<file path="src/rtl/clb_cfg_pkg.sv">
// Shared constants for the CLB configuration loader and the CLB-side decode:
// sync pattern, configuration word width, DATA field layout, loader states.
package clb_cfg_pkg;

  localparam logic [7:0] SYNC_DEFAULT = 8'hB5;
  localparam int         CFG_WIDTH    = 37;

  // DATA field layout, LSB offsets. Every mux select is 2 bits wide, which
  // is what brings the packed word to 37 bits.
  localparam int SEL_W           = 2;
  localparam int MEM_LSB         = 0;
  localparam int MEM_W           = 16;
  localparam int FLOPORLATCH_BIT = 16;
  localparam int DQMUX2_BIT      = 17;
  localparam int DQMUX1_BIT      = 18;
  localparam int O2M3_1_BIT      = 19;
  localparam int O2M2_1_BIT      = 20;
  localparam int O2M1_1_BIT      = 21;
  localparam int O2M3_0_BIT      = 22;
  localparam int O2M2_0_BIT      = 23;
  localparam int O2M1_0_BIT      = 24;
  localparam int COMBOPTION_LSB  = 25;
  localparam int MUX6SEL_LSB     = 27;
  localparam int MUX5SEL_LSB     = 29;
  localparam int MUX4SEL_LSB     = 31;
  localparam int MUX3SEL_LSB     = 33;
  localparam int MUX2SEL_LSB     = 35;

  typedef enum logic [2:0] {
    HUNT,
    ADDR,
    DATA,
    PAR,
    WRITE,
    DONE_ST
  } cfg_state_t;

endpackage

</file>
<file path="src/rtl/clb_cfg_shifter.sv">
// Generic MSB-first shift register with enable, synchronous clear,
// accepted-bit counter and running parity of the accepted bits.
module clb_cfg_shifter #(
  parameter int W     = 45,
  parameter int CNT_W = 6
) (
  input  logic             clk,
  input  logic             rst,
  input  logic             en,
  input  logic             clr,
  input  logic             din,
  output logic [W-1:0]     data,
  output logic [CNT_W-1:0] count,
  output logic             parity
);

  // Shift in one bit per enabled cycle; clear restarts a new field.
  always_ff @(posedge clk or posedge rst) begin
    if (rst) begin
      data   <= '0;
      count  <= '0;
      parity <= 1'b0;
    end else if (clr) begin
      data   <= '0;
      count  <= '0;
      parity <= 1'b0;
    end else if (en) begin
      data   <= {data[W-2:0], din};
      count  <= count + 1'b1;
      parity <= parity ^ din;
    end
  end

endmodule

</file>
<file path="src/rtl/clb_cfg_loader.sv">
// Serial configuration loader: hunts for the sync pattern, deserialises
// ADDR+DATA frames, parity/range checks them and writes the CLB array.
module clb_cfg_loader
  import clb_cfg_pkg::*;
#(
  parameter int         N_CLB  = 64,
  parameter int         ADDR_W = 8,
  parameter int         CFG_W  = CFG_WIDTH,
  parameter logic [7:0] SYNC   = SYNC_DEFAULT
) (
  input  logic              K,
  input  logic              RST,
  input  logic              DIN,
  input  logic              DVALID,
  output logic [ADDR_W-1:0] CFG_ADDR,
  output logic [CFG_W-1:0]  CFG_DATA,
  output logic              CFG_WE,
  output logic              DONE,
  output logic              ERR,
  output logic [ADDR_W:0]   FRAME_CNT
);

  localparam int SH_W  = ADDR_W + CFG_W;
  localparam int CNT_W = $clog2(SH_W + 1);
  localparam logic [CNT_W-1:0] ADDR_LAST = CNT_W'(ADDR_W - 1);
  localparam logic [CNT_W-1:0] DATA_LAST = CNT_W'(SH_W - 1);
  localparam logic [ADDR_W:0]  N_CLB_C   = (ADDR_W + 1)'(N_CLB);

  cfg_state_t        state;
  logic [7:0]        window;
  logic [7:0]        window_next;
  logic              sync_hit;
  logic              sh_en;
  logic              sh_clr;
  logic [SH_W-1:0]   sh_data;
  logic [CNT_W-1:0]  sh_count;
  logic              sh_parity;
  logic              addr_ok;
  logic              par_ok;
  logic [ADDR_W:0]   cnt_next;

  // Sync detection, shifter control and frame acceptance terms.
  always_comb begin
    window_next = {window[6:0], DIN};
    sync_hit    = (window_next == SYNC);
    sh_clr      = (state == HUNT) && DVALID && sync_hit;
    sh_en       = DVALID && ((state == ADDR) || (state == DATA));
    addr_ok     = ({1'b0, sh_data[SH_W-1:CFG_W]} < N_CLB_C);
    par_ok      = ~(sh_parity ^ DIN);
    cnt_next    = FRAME_CNT + 1'b1;
  end

  clb_cfg_shifter #(
    .W     (SH_W),
    .CNT_W (CNT_W)
  ) u_shifter (
    .clk    (K),
    .rst    (RST),
    .en     (sh_en),
    .clr    (sh_clr),
    .din    (DIN),
    .data   (sh_data),
    .count  (sh_count),
    .parity (sh_parity)
  );

  // Frame FSM with registered outputs. CFG_ADDR/CFG_DATA/CFG_WE are loaded
  // on the edge that accepts a good P bit so they are valid during WRITE.
  always_ff @(posedge K or posedge RST) begin
    if (RST) begin
      state     <= HUNT;
      window    <= '0;
      CFG_ADDR  <= '0;
      CFG_DATA  <= '0;
      CFG_WE    <= 1'b0;
      DONE      <= 1'b0;
      ERR       <= 1'b0;
      FRAME_CNT <= '0;
    end else begin
      CFG_WE <= 1'b0;
      case (state)
        HUNT: begin
          if (DVALID) begin
            if (sync_hit) begin
              window <= '0;
              state  <= ADDR;
            end else begin
              window <= window_next;
            end
          end
        end
        ADDR: begin
          if (DVALID && (sh_count == ADDR_LAST)) state <= DATA;
        end
        DATA: begin
          if (DVALID && (sh_count == DATA_LAST)) state <= PAR;
        end
        PAR: begin
          if (DVALID) begin
            if (par_ok && addr_ok) begin
              CFG_WE   <= 1'b1;
              CFG_ADDR <= sh_data[SH_W-1:CFG_W];
              CFG_DATA <= sh_data[CFG_W-1:0];
              state    <= WRITE;
            end else begin
              ERR   <= 1'b1;
              state <= HUNT;
            end
          end
        end
        WRITE: begin
          FRAME_CNT <= cnt_next;
          if (cnt_next == N_CLB_C) begin
            DONE  <= 1'b1;
            state <= DONE_ST;
          end else begin
            state <= HUNT;
          end
        end
        DONE_ST: state <= DONE_ST;
        default: state <= HUNT;
      endcase
    end
  end

endmodule

</file>
<file path="config.mk">
export PLATFORM = sky130hd
export DESIGN_NAME = clb_cfg_loader
export DESIGN_NICKNAME = d
export VERILOG_FILES = /design/src/rtl/clb_cfg_pkg.sv /design/src/rtl/clb_cfg_shifter.sv /design/src/rtl/clb_cfg_loader.sv
export SDC_FILE = /design/constraint.sdc
export NUM_CORES = 1
export LEC_CHECK = 0
export BUFFER_PORTS_ARGS = -buffer_cell sky130_fd_sc_hd__clkbuf_2
export CORE_MARGIN = 2
export CORE_UTILIZATION = 52
export CTS_CLUSTER_SIZE = 24
export DETAILED_ROUTE_END_ITERATION = 6
export GPL_TIMING_DRIVEN = 0
export HOLD_SLACK_MARGIN = 0.15
export PLACE_DENSITY = 0.87
export SLEW_MARGIN = 10
export SYNTH_ARGS = -nofsm -noshare
export SYNTH_HDL_FRONTEND = slang
export SYNTH_SLANG_ARGS = --single-unit
</file>
<file path="constraint.sdc">
create_clock -name K -period 4.1 [get_ports K]
set_clock_uncertainty 0.15 [all_clocks]
set_input_delay 0.82 -clock K [delete_from_list [all_inputs] [get_ports K]]
set_output_delay 0.82 -clock K [all_outputs]
set_load 0.005 [all_outputs]
</file>
Word-level counts from Yosys, hierarchy flattened:

Index checks and enable logic that the tools add are counted.

* add/sub/neg operators: 2
* order comparisons: 1
* eq/ne operators: 14
* multiplexer cells: 18
* bitwise gates (word level): 3
* reductions and logical operators: 14

Operators by type and width (number)
* $mux 45: 2
* $mux 3: 7
* $pmux 3 s6: 1
* $mux 6: 2
* $add 9x1->9 const B: 1
* $eq 9x7->1 const B: 1
* $eq 8x8->1 const B: 1
* $lt 8x7->1 const B: 1
* $mux 7: 1
* $add 6x1->6 const B: 1
* $eq 3x2->1 const B: 2
* $eq 3x3->1 const B: 2
* $eq 6x3->1 const B: 1
* $eq 6x6->1 const B: 1
* $logic_and 1x1->1: 6
* $ne 2x2->1 const B: 3
* $reduce_and 3->1: 2
* $mux 1: 5
* $reduce_and 5->1: 1
* $ne 2x1->1 const B: 2
* $reduce_and 2->1: 2
* $eq 3x1->1 const B: 1
* $logic_not 3->1: 1
* $not 1->1: 2
* other kinds (3): 3

* register bits: 119
* bits of input ports: 4
* output and inout port bits: 57
* logic and storage cells: 63

Longest topological paths before layout:

* depth in word-level cells: 6
* mapped depth: 8
* mapped depth without buffers: 6

By module:

A second synthesis with hierarchy kept.

* cell total of the unflattened synthesis: 378
* area, all modules: 5051.1 um^2

Modules (own cells, without submodules)
* clb_cfg_loader: times used 1, cells each 202, area an instance 2941.6 um^2, sequential area each 1676.6 um^2
* clb_cfg_shifter: times used 1, cells each 176, area an instance 2109.5 um^2, sequential area each 1301.2 um^2

Worst setup path after synthesis:

Ideal clock, no wire load.

* path type: input to register
* start: in DIN
* end: reg CFG_ADDR[0]
* setup time: 0.125 ns
* data arrival time: 2.254 ns
* required time: 3.825 ns
* setup slack: 1.571 ns
* stages: 6
* path buffers: 2
* path through: xor2_1 or3_1 or3_1 buf_6 buf_6 mux2_4

* word-level cells in the longest chain between the ends: 4

RTL lines
* start: declaration: line clb_cfg_loader.sv:13 `input logic DIN,`
* $xor 1x1->1: line clb_cfg_loader.sv:49 `par_ok = ~(sh_parity ^ DIN);`
* $not 1->1: line clb_cfg_loader.sv:49
* $logic_and 1x1->1: line clb_cfg_loader.sv:100 `if (par_ok && addr_ok) begin`
* $reduce_and 3->1 (no line)
* end signal: assignment: line clb_cfg_loader.sv:102 `CFG_ADDR <= sh_data[SH_W-1:CFG_W];`
* end: declaration: line clb_cfg_loader.sv:15 `output logic [ADDR_W-1:0] CFG_ADDR,`

Every way passes these cells.
A chain may end at the register's enable or synchronous reset.

Worst setup path in the final report:

* start: reg FRAME_CNT[0]
* end: reg state[0]

* word-level cells in the longest chain between the ends: 4

RTL lines
* start: declaration: line clb_cfg_loader.sv:20 `output logic [ADDR_W:0] FRAME_CNT`
* start signal: assignment: line clb_cfg_loader.sv:112 `FRAME_CNT <= cnt_next;`
* $add 9x1->9: line clb_cfg_loader.sv:50 `cnt_next = FRAME_CNT + 1'b1;`
* $eq 9x7->1: line clb_cfg_loader.sv:113 `if (cnt_next == N_CLB_C) begin`
* $mux 3: line clb_cfg_loader.sv:113
* $pmux 3 s6: line clb_cfg_loader.sv:81 `case (state)`
* end signal: assignment: line clb_cfg_loader.sv:86 `state <= ADDR;`
* end signal: assignment: line clb_cfg_loader.sv:115 `state <= DONE_ST;`
* end signal: assignment: line clb_cfg_loader.sv:117 `state <= HUNT;`
* end: declaration: line clb_cfg_loader.sv:29 `cfg_state_t state;`

Every way passes these cells.

==> flow_metrics.py <==
metrics = {
    "synth": {
        "synth_edf_count": 0,
        "yosys_warnings": 0,
        "synthDistinctLibCells": 43,
        "syn_area_per_cell_um2": 11.7,
        "synth_nets": 445,
        "yosysSeqAreaShare_pct": 58.2,
        "ys_ff_latch": 119,
        "syn-cell-area_mm2": 0.00512,
        "ys.flop_type": "dfrtp_1",
        "synthArstFlopShare_pct": 100,
        "syn_inst": 437,
    },
    "floorplanning": {
        "core_mm2": 0.00964,
        "die_h_um": 103,
        "dieWidth_um": 103,
        "rows": 36,
        "initial_utilization_pct": 53.1,
        "io_pins": 61,
        "die_area_mm2": 0.0106,
    },
    "grt": {
        "grt_pass1_wl_um": 17700,
        "antenna_found_initial": 0,
        "grt_max_degree": 40,
        "grt_overflow": 0,
        "grtUsageTotal_pct": 21.7,
        "grt_pass1_vias": 3656,
    },
    "sta": {
        "fin_crit_ns": 2.55,
        "fmax_mhz": 393,
        "slew_headroom_pct": 65.4,
        "rsz0062_at_grt": "no",
        "slew_violations": 0,
        "finalHoldViolCount": 0,
        "worst_slew_pin_slew_ns": 0.516,
        "setup_viol": 0,
        "period_share_pct": 62.1,
        "tns_ns": 0,
    },
    "placed_design": {
        "gp_congestion": 0.833,
        "hpwl_um": 6810,
        "place_inst": 633,
        "port_buffers": 60,
    },
    "clock_network": {
        "clk_path_buf_depth": 2,
        "cts_tree": "built",
        "post_cts_resized": 0,
        "worstSkewPairLatency_ns": 0.52,
        "post-cts-setup-buffer-count": 0,
        "cts.sinks": 119,
        "cts_root_buf": "clkbuf_8",
        "cts_buffers": 17,
        "cts.htree.levels": 4,
        "clkTransAtPathRegs_ns": 0.06,
    },
    "layout": {
        "final-instance-count-excl-fill": 665,
        "drive_above_1_share_pct": 30.6,
        "fin_nets": 528,
        "diodes": 0,
        "fill_cells": 703,
        "area_growth_pct": 21.7,
    },
    "min_path": {
        "hp-class": "register to register",
    },
    "routing": {
        "drt_iter0_drc": 199,
        "wl_per_cell_um": 16.1,
        "remaining_drc_errors": 0,
        "viasPerCell": 5.36,
        "antenna_left": 0,
        "routed_wl_um": 10700,
        "firstDrtPassIters": 4,
        "vias": 3564,
    },
    "run": {
        "drv_cap": 0,
    },
    "power_and_ir_drop": {
        "p_seq_share_pct": 44.4,
        "p_int_mw": 2.33,
        "switching_power_mw": 0.825,
        "pwr_density_cell_mw_per_mm2": 507,
        "irDropWorstVdd_uv": 315,
        "pwr-share-comb_pct": 10.5,
        "swShare_pct": 26.1,
        "power.leakage_nw": 3.16,
        "clock_power_share_pct": 45.1,
    },
    "setup_path": {
        "critPathMaxFanout": 6,
        "critPathKind": "register to register",
        "worstPathRequired_ns": 4.35,
        "cp-end-kind": "register",
        "start_kind": "register",
        "arrival_ns": 2.80,
    },
    "run_status": {
        "outcome": "finished clean",
    },
}
## layout by cell type (no fill, tap or decap), types with 2 or more instances in the layout
| cell | instances |
|---|---|
| xor2_1 | 10 |
| buf_2 | 8 |
| nor3_1 | 2 |
| clkinvlp_4 | 7 |
| a21o_1 | 2 |
| mux2_2 | 10 |
| nand4_1 | 4 |
| inv_1 | 4 |
| or3_1 | 3 |
| nand3_1 | 6 |
| a22o_1 | 4 |
| dfrtp_1 | 119 |
| nand2_1 | 103 |
| clkbuf_1 | 11 |
| o21ai_0 | 2 |
| mux2_4 | 37 |
| nor2_1 | 14 |
| and3_1 | 3 |
| buf_6 | 8 |
| and2_1 | 2 |
| clkinv_2 | 2 |
| ha_1 | 4 |
| clkbuf_16 | 16 |
| xnor2_1 | 10 |
| clkbuf_2 | 60 |
| bufinv_16 | 2 |
| a21oi_1 | 48 |
| nand2b_1 | 2 |
| buf_12 | 3 |
| nand4bb_1 | 2 |
| clkbuf_8 | 3 |
## Yosys cell counts, types with 3 or more instances
cell / number / area [µm²]
a21oi_1: 48 / 240
nand2_1: 103 / 387
nand3_1: 6 / 30.0
a22o_1: 4 / 35.0
ha_1: 4 / 50.1
nand4_1: 4 / 25.0
mux2_2: 10 / 113
xor2_1: 10 / 87.6
inv_1: 5 / 18.8
clkbuf_1: 10 / 37.5
nor2_1: 14 / 52.6
dfrtp_1: 119 / 2980
and3_1: 3 / 18.8
buf_2: 8 / 40.0
or3_1: 3 / 18.8
mux2_4: 37 / 556
xnor2_1: 10 / 87.6
buf_6: 8 / 90.1
## power by group through the flow
stage / Combinational [mW] / Sequential [mW] / Clock [mW]
CTS: 0.338 / 1.40 / 1.44
finish: 0.332 / 1.40 / 1.42
detailed placement: 0.328 / 1.41 / 0
global route: 0.372 / 1.42 / 1.49
floorplan: 0.234 / 1.39 / 0
global placement: 0.298 / 1.40 / 0
## area by class of cell
cell class                      count  area [µm²]  area share, %
Timing Repair Buffer               64         370           5.95
Tap cell                          133         166           2.67
Buffer                             26         168           2.69
Multi-Input combinational cell    286        1950           31.3
Clock buffer                       20         445           7.15
Clock inverter                     11         124           1.99
Sequential cell                   119        2980           47.8
Inverter                            6        26.3          0.422
## critical path, cell delays in order (launching register included)
cell and delay [ns]:
dfrtp_1 0.44, ha_1 0.23, buf_6 0.13, xor2_1 0.16
nand2_1 0.08, o32a_1 0.31, or4_4 0.55, a2111oi_2 0.37
## state kept, by name (all words and copies together) (netlist names)
signal            count
CFG_DATA             37
FRAME_CNT             9
window                7
CFG_ADDR              8
u_shifter.parity      1
ERR                   1
DONE                  1
u_shifter.data       45
CFG_WE                1
state                 3
u_shifter.count       6
## through the flow
step	hold WS, ns	worst slack, ns	power, mW	instance area [µm²]	utilization (%)
2_1_floorplan	0.301	1.57	1.62	5120	-
3_3_place_gp	0.297	1.05	1.70	5590	58.0
3_5_place_dp	0.299	1.24	1.74	5650	58.6
4_1_cts	0.318	1.56	3.17	6230	64.6
5_1_grt	0.327	1.47	3.28	6230	64.6
6_report	0.315	1.55	3.16	6230	64.6
## path summary, 6_finish.rpt
kind	startpoint	endpoint	slack [ns]	depth (start not counted)
max	FRAME_CNT[0]	state[0]	1.55	7
min	DONE	DONE	0.31	1
max reg2reg	FRAME_CNT[0]	state[0]	1.55	7
min reg2reg	DONE	DONE	0.31	1
max in group asynchronous	RST	FRAME_CNT[7]	2.36	5
min in group asynchronous	RST	CFG_DATA[29]	0.68	3
## kinds of logic (layout without fill, tap and decap cells)
family	count (synthesis)	in the layout	share of synthesized area, %
simple gates	151	151	13.3
flops	119	119	58.2
compound gates	64	64	7.31
mux	47	47	13.1
buf+inv	32	127	3.72
xor+xnor	20	20	3.42
fa+ha+maj	4	4	0.978
## metal layers
metal | GRT usage, % | share of wire (%)
met4 | 8.10 | 1.9
met3 | 5.38 | 4.2
met2 | 36.4 | 52
met5 | 0 | 0
met1 | 27.4 | 42
## what timing repair did
action                                 4_1_cts  5_1_grt
hold buffers                                 1        0
setup endpoints to repair                    0        0
endpoints found under the hold margin       16        0
No activity file was read; power rests on OpenSTA's default activity.
